==> src/rtl/multi_voice_signal_gen.sv <==
// Multi-voice phase-accumulator tone generator with a first-order delta-sigma 1-bit output.
// Optional noise voices are built only when SIGNAL_GEN_NOISE_EN is defined; otherwise wave 3 plays as square.
module multi_voice_signal_gen #(
   parameter int NUM_CH = 3,
   parameter int ACC_W  = 16,
   parameter int FREQ_W = 10
) (
   input  logic       clk,
   input  logic       rst,
   input  logic       write_strobe,
   input  logic [2:0] address,
   input  logic [4:0] data,
   output logic       signal_out,
   output logic [6:0] debug
);

   localparam int MIX_W = 8 + $clog2(NUM_CH);

   logic              s1, s2, s3;
   logic              write_pulse;
   logic [1:0]        ch_sel;
   logic [4:0]        stage_lo;
   logic              master_en;
   logic [FREQ_W-1:0] freq   [NUM_CH];
   logic [3:0]        vol    [NUM_CH];
   logic [1:0]        wave   [NUM_CH];
   logic [NUM_CH-1:0] ch_en;
   logic [ACC_W-1:0]  acc    [NUM_CH];
   logic [ACC_W-1:0]  acc_nxt[NUM_CH];
   logic [3:0]        samp   [NUM_CH];
   logic [7:0]        voice  [NUM_CH];
   logic [MIX_W-1:0]  mix_sum;
   logic [MIX_W-1:0]  mix;
   logic [MIX_W:0]    ds;
   logic              phase_clr;
`ifdef SIGNAL_GEN_NOISE_EN
   logic [14:0]       lfsr   [NUM_CH];
   logic [NUM_CH-1:0] carry;
`endif

   assign write_pulse = s2 & ~s3;
   assign phase_clr   = write_pulse && (address == 3'd5) && data[1];
   assign signal_out  = ds[MIX_W];
   assign debug       = mix[MIX_W-1 -: 7];

   always_comb begin
      mix_sum = '0;
      for (int i = 0; i < NUM_CH; i++) begin
`ifdef SIGNAL_GEN_NOISE_EN
         {carry[i], acc_nxt[i]} = {1'b0, acc[i]} + (ACC_W+1)'(freq[i]);
`else
         acc_nxt[i] = acc[i] + ACC_W'(freq[i]);
`endif
         case (wave[i])
            2'd1:    samp[i] = acc[i][ACC_W-1 -: 4];
            2'd2:    samp[i] = acc[i][ACC_W-1] ? ~acc[i][ACC_W-2 -: 4] : acc[i][ACC_W-2 -: 4];
`ifdef SIGNAL_GEN_NOISE_EN
            2'd3:    samp[i] = lfsr[i][3:0];
`endif
            default: samp[i] = {4{acc[i][ACC_W-1]}};
         endcase
         voice[i] = ch_en[i] ? 8'(samp[i]) * 8'(vol[i]) : 8'd0;
         mix_sum  = mix_sum + MIX_W'(voice[i]);
      end
   end

   always_ff @(posedge clk) begin
      if (rst) begin
         s1        <= 1'b0;
         s2        <= 1'b0;
         s3        <= 1'b0;
         ch_sel    <= 2'd0;
         stage_lo  <= 5'd0;
         master_en <= 1'b0;
         ch_en     <= '0;
         mix       <= '0;
         ds        <= '0;
         for (int i = 0; i < NUM_CH; i++) begin
            freq[i] <= '0;
            vol[i]  <= 4'd0;
            wave[i] <= 2'd0;
            acc[i]  <= '0;
`ifdef SIGNAL_GEN_NOISE_EN
            lfsr[i] <= 15'h7FFF - 15'(i);
`endif
         end
      end else begin
         s1 <= write_strobe;
         s2 <= s1;
         s3 <= s2;

         if (write_pulse) begin
            case (address)
               3'd0: ch_sel    <= data[1:0];
               3'd1: stage_lo  <= data;
               3'd5: master_en <= data[0];
               default: ;
            endcase
         end

         for (int i = 0; i < NUM_CH; i++) begin
            // An out-of-range ch_sel matches no voice, so per-voice writes fall through.
            if (write_pulse && ch_sel == 2'(i)) begin
               case (address)
                  3'd2: freq[i] <= {data, stage_lo};
                  3'd3: begin
                     wave[i]  <= data[1:0];
                     ch_en[i] <= data[2];
                  end
                  3'd4: vol[i] <= data[3:0];
                  default: ;
               endcase
            end

            if (phase_clr) begin
               acc[i] <= '0;
            end else if (master_en && ch_en[i]) begin
               acc[i] <= acc_nxt[i];
`ifdef SIGNAL_GEN_NOISE_EN
               if (carry[i])
                  lfsr[i] <= {lfsr[i][13:0], lfsr[i][14] ^ lfsr[i][13]};
`endif
            end
         end

         if (master_en) begin
            mix <= mix_sum;
            ds  <= {1'b0, ds[MIX_W-1:0]} + {1'b0, mix};
         end else begin
            mix <= '0;
            ds  <= '0;
         end
      end
   end

endmodule

==> config.mk <==
export PLATFORM = sky130hd
export DESIGN_NAME = multi_voice_signal_gen
export DESIGN_NICKNAME = d
export VERILOG_FILES = /design/src/rtl/multi_voice_signal_gen.sv
export SDC_FILE = /design/constraint.sdc
export NUM_CORES = 1
export LEC_CHECK = 0
export CAP_MARGIN = 30
export CORE_ASPECT_RATIO = 0.9
export CORE_UTILIZATION = 45
export DETAILED_ROUTE_END_ITERATION = 8
export PLACE_DENSITY = 0.59
export SYNTH_ARGS = -nofsm -noshare
export SYNTH_HDL_FRONTEND = slang
export SYNTH_SLANG_ARGS = --single-unit
==> constraint.sdc <==
create_clock -name clk -period 16.3 [get_ports clk]
set_clock_uncertainty 0.1 [all_clocks]
set_input_delay 1.63 -clock clk [delete_from_list [all_inputs] [get_ports clk]]
set_output_delay 1.63 -clock clk [all_outputs]
set_load 0.05 [all_outputs]
; Word-level counts from Yosys, hierarchy flattened
; Memory sizes are Yosys's and may differ from the RTL's.
; Index checks and enable logic that the tools add are counted.
[op_classes]
add_sub_neg = 6
mul = 3
n_eq_ne = 13
mux = 71
bitwise_logic = 21
n_reduce_logical = 17
[ops]
columns = operator, n
row1 = $mux 16, 6
row2 = $add 16x10->16, 3
row3 = $mux 1, 47
row4 = $mux 10, 3
row5 = $mul 4x4->8, 3
row6 = $mux 4, 6
row7 = $mux 8, 3
row8 = $pmux 4 s2, 3
row9 = $or 1x1->1, 15
row10 = $not 4->4, 3
row11 = $reduce_and 2->1, 6
row12 = $add 10x10->11, 1
row13 = $add 9x8->10, 1
row14 = $add 8x8->9, 1
row15 = $eq 2x1->1 const B, 4
row16 = $eq 2x2->1 const B, 4
row17 = $logic_and 1x1->1, 8
row18 = $eq 3x2->1 const B, 2
row19 = $eq 3x3->1 const B, 2
row20 = $mux 2, 3
row21 = $eq 3x1->1 const B, 1
row22 = $logic_not 3->1, 1
row23 = $logic_not 2->1, 1
row24 = $not 1->1, 2
row25 = 2 further kinds, 2
[totals]
register_bits = 35
ram_bits = 96
memories = 4
[memory_table]
columns = name, words, width, read_ports, rd_ports_with_merged_regs, write_ports, line
row1 = acc, 3, 16, 3, 0, 3, 28  ; logic [ACC_W-1:0] acc [NUM_CH];
row2 = freq, 3, 10, 3, 0, 3, 24  ; logic [FREQ_W-1:0] freq [NUM_CH];
row3 = vol, 3, 4, 3, 0, 3, 25  ; logic [3:0] vol [NUM_CH];
row4 = wave, 3, 2, 3, 0, 3, 26  ; logic [1:0] wave [NUM_CH];

; Depth between registers and ports, before layout
[logic_depth]
word_depth = 9
ltp_mapped = 25
depth_no_buf = 25

; Worst setup path after synthesis
; No wires, ideal clock.
[synth_path]
kind = register to register
from = mem wave[2][0], in the netlist wave[0][4]
to = reg mix[9]
setup_time_ns = 0.116
arrival_time_ns = 4.898
slack_ns = 11.186
path_stages_with_launch = 22
n_path_buf = 0
synth_period_minus_slack_ns = 5.114
path_cell_list = edfxtp_1 inv_1 ha_1 nor2b_1 a22oi_1 o21ai_0 nand2_1 fa_1 inv_1 fa_1 inv_1 fa_1 nand2b_1 fa_1 inv_1 ha_1 nor2b_1 o21ai_0 a21boi_0 o21a_1 o21a_1 o211a_1
[synth_rtl]
columns = item, line
row1 = start: declaration, 26
row2 = end signal: assignment, 127  ; mix <= mix_sum;
row3 = end: declaration, 33  ; logic [MIX_W-1:0] mix;

==> impl_metrics.py <==
metrics = {
    "critical_path": {
        "critPathMaxFanout": 5,
        "start_kind": "register",
        "crit_chain": "inv_1, ha_1, nor2b_1, a22oi_1, o21ai_0, nand2_1, fa_1, inv_1, fa_1, inv_1, fa_1, nand2b_1, fa_1, inv_1, ha_1, nor2b_1, o21ai_0, a21boi_0, o21a_1, o21a_1, o211a_1",
        "slowest_delay_ns": 0.56,
        "rr_endpoint": "mix[9]",
        "reg2reg_from": "wave[0][2]",
        "crit_type": "register to register",
        "ff2ff_path_depth": 21,
        "end_kind": "register",
        "crit_slowest_cell": "fa_1",
        "r2r_slack_ns": 10.64,
        "crit_required_ns": 16.51,
        "worst-endpoint-arrival_ns": 5.87,
    },
    "synth": {
        "synth.avg_cell_area_um2": 10.2,
        "synth-main-ff-cell": "edfxtp_1",
        "ys_warn_count": 0,
        "synth_edf_count": 96,
        "synth_top_family_by_area": "adder cells",
        "ys_ff_latch": 131,
        "syn-num-nets": 988,
        "synthTopCellsByArea": "edfxtp_1 (33%), ha_1 (13%), dfxtp_1 (7.9%)",
        "synth_cell_types": 58,
        "yosys.area_share.simple": 0.176,
        "muxShareOfSynthArea": 0.0136,
        "async_reset_ff_frac": 0,
        "synth_xor_area_frac": 0.0437,
        "synth_fa_ha_area_frac": 0.183,
        "synth_compound_area_frac": 0.138,
        "syn_area_um2": 8820,
        "ys_seq_area_frac": 0.406,
        "synth_top_area_frac": 0.327,
        "synth_top_cell_by_area": "edfxtp_1",
        "synthCells": 863,
    },
    "sta": {
        "fin_crit_ns": 5.66,
        "period_share": 0.347,
        "max_slew_margin": 0.510,
        "finalMaxSlewViolations": 0,
        "rsz0062_at_grt": "false",
        "hold_viol": 0,
        "setup_viol": 0,
        "max_freq_ghz": 0.177,
        "tightest_slew_ns": 0.735,
        "tns_ns": 0,
    },
    "clock_network": {
        "postCtsHoldBufs": 0,
        "ctsLongestPathBuffers": 2,
        "clock-sinks": 131,
        "cts_setup_buffers": 0,
        "path_clk_slew_ns": 0.06,
        "numCtsBuffers": 17,
        "root_buffer": "clkbuf_16",
        "clock_latency_ns": 0.42,
        "cts_tree": "done",
        "h-tree-depth": 4,
        "ctsResizeCount": 0,
    },
    "route": {
        "dr.first_iter.drc_count": 377,
        "via_count": 6305,
        "vias_per_cell": 5.52,
        "finalWirelength_um": 18800,
        "wl_per_cell_um": 16.5,
        "drc": 0,
        "antenna_left": 0,
        "dr.pass1.iters": 6,
    },
    "floorplanning": {
        "row_count": 48,
        "fp.dieArea_um2": 20200,
        "die_w_um": 150,
        "core_area_um2": 19200,
        "die_h_um": 135,
        "start_util": 0.459,
        "ios": 19,
    },
    "run": {
        "cap_violations": 0,
    },
    "cells_and_area": {
        "layout.nets": 1005,
        "final_cell_mix": "edfxtp_1 (96), ha_1 (89), nor2_1 (77), inv_1 (59), nand2_1 (48)",
        "antenna_cells": 0,
        "fin_cells": 1143,
        "n_fill_cell": 1754,
        "syn2layout_area_growth_pct": 11.2,
        "layout_commonest_cell": "edfxtp_1",
        "drive_above_1_share": 0.0538,
    },
    "global_routing": {
        "grt_pass1_vias": 6304,
        "antenna_found_initial": 0,
        "grt_pass1_wl_um": 31300,
        "grt-ovfl-total": 0,
        "grt_start_max_net_pins": 28,
        "grt_usage": 0.200,
        "grt-busiest-layer": "met2",
        "met1_usage": 0.281,
        "use_met3": 0.0399,
        "use_met2": 0.318,
    },
    "power": {
        "power_per_cell_area_nw_per_um2": 84.7,
        "irDropWorstVdd_v": 0.0000567,
        "leakagePower_nw": 4.29,
        "p_total_mw": 0.831,
    },
    "min_path": {
        "hp-start": "s1",
        "hp-class": "register to register",
        "holdPathStages": 1,
        "whs_endpoint": "s2",
    },
    "placement": {
        "gp_congestion": 0.843,
        "place_inst": 1111,
        "dp_hpwl_um": 13800,
        "port_buffers": 18,
    },
    "run_status": {
        "outcome": "finished clean",
    },
}
==> worst max-delay path by stage <==
stage          cells past startpoint  endpoint  slack, ns        from
2_1_floorplan                     21    mix[9]      11.19  wave[0][4]
3_3_place_gp                      22    mix[8]      10.88  wave[0][4]
3_5_place_dp                      22    mix[8]      10.70  wave[0][2]
4_1_cts                           21    mix[9]      10.64  wave[0][4]
5_1_grt                           21    mix[9]      10.24  wave[0][4]
6_report                          21    mix[9]      10.64  wave[0][2]
==> state kept, by name (all words and copies together) (netlist names), 2 cells and up <==
| register | count |
|---|---|
| acc | 48 |
| ch_en | 3 |
| ch_sel | 2 |
| ds | 11 |
| freq | 30 |
| mix | 10 |
| stage_lo | 5 |
| vol | 12 |
| wave | 6 |
==> synth_stat cells, types with 13 or more instances <==
cell type	number
a21o_1	35
a21oi_1	44
and2_1	29
and3_1	23
dfxtp_1	35
edfxtp_1	96
fa_1	25
ha_1	89
inv_1	59
nand2_1	48
nand2b_1	21
nand3_1	15
nor2_1	77
nor2b_1	44
nor3_1	17
o21a_1	13
o21ai_0	33
xnor2_1	30
xor2_1	14
==> worst max-delay path, delay by kind of cell, from the launching register on <==
kind,cells,cell delay (ns)
adders and majority gates,6,2.65
AOI/OAI and AO/OA,7,1.46
and+or+nand+nor,4,0.73
DFF,1,0.39
buffers and inverters,4,0.24
==> per-layer routing <==
layer  vias to the layer above  share of wire
met5                         -              0
met4                         0         0.0084
met3                        15          0.045
met2                       130           0.46
met1                      3067           0.49
li1                       3093              -
==> through the flow <==
step	setup slack, ns	hold slack [ns]	util	cell area (µm²)
4_1_cts	10.64	0.348	0.511	9820
2_1_floorplan	11.19	0.314	-	8820
6_report	10.64	0.344	0.511	9820
3_3_place_gp	10.88	0.322	0.479	9210
3_5_place_dp	10.70	0.333	0.480	9220
5_1_grt	10.24	0.366	0.511	9820
==> cell families after synthesis <==
logic type	count (synthesis)
simple gates	299
compound gates	180
flops	131
fa+ha+maj	114
buf+inv	83
xor+xnor	44
mux	12
==> final cells by class <==
type                    instances  area, µm²  area share
flip-flops and latches        131       3580       0.365
multi-input cells             649       4890       0.498
well taps                     250        313      0.0319
clock inverters                15        171      0.0175
repair buffers                 22        210      0.0214
inverters                      59        221      0.0226
clock buffers                  17        425      0.0433
==> power breakdown <==
group          internal [mW]  switching (mW)
Combinational         0.0282          0.0393
Sequential             0.366         0.00671
Clock                  0.229           0.162
Total                  0.623           0.208
No activity file was read; power rests on OpenSTA's default activity.
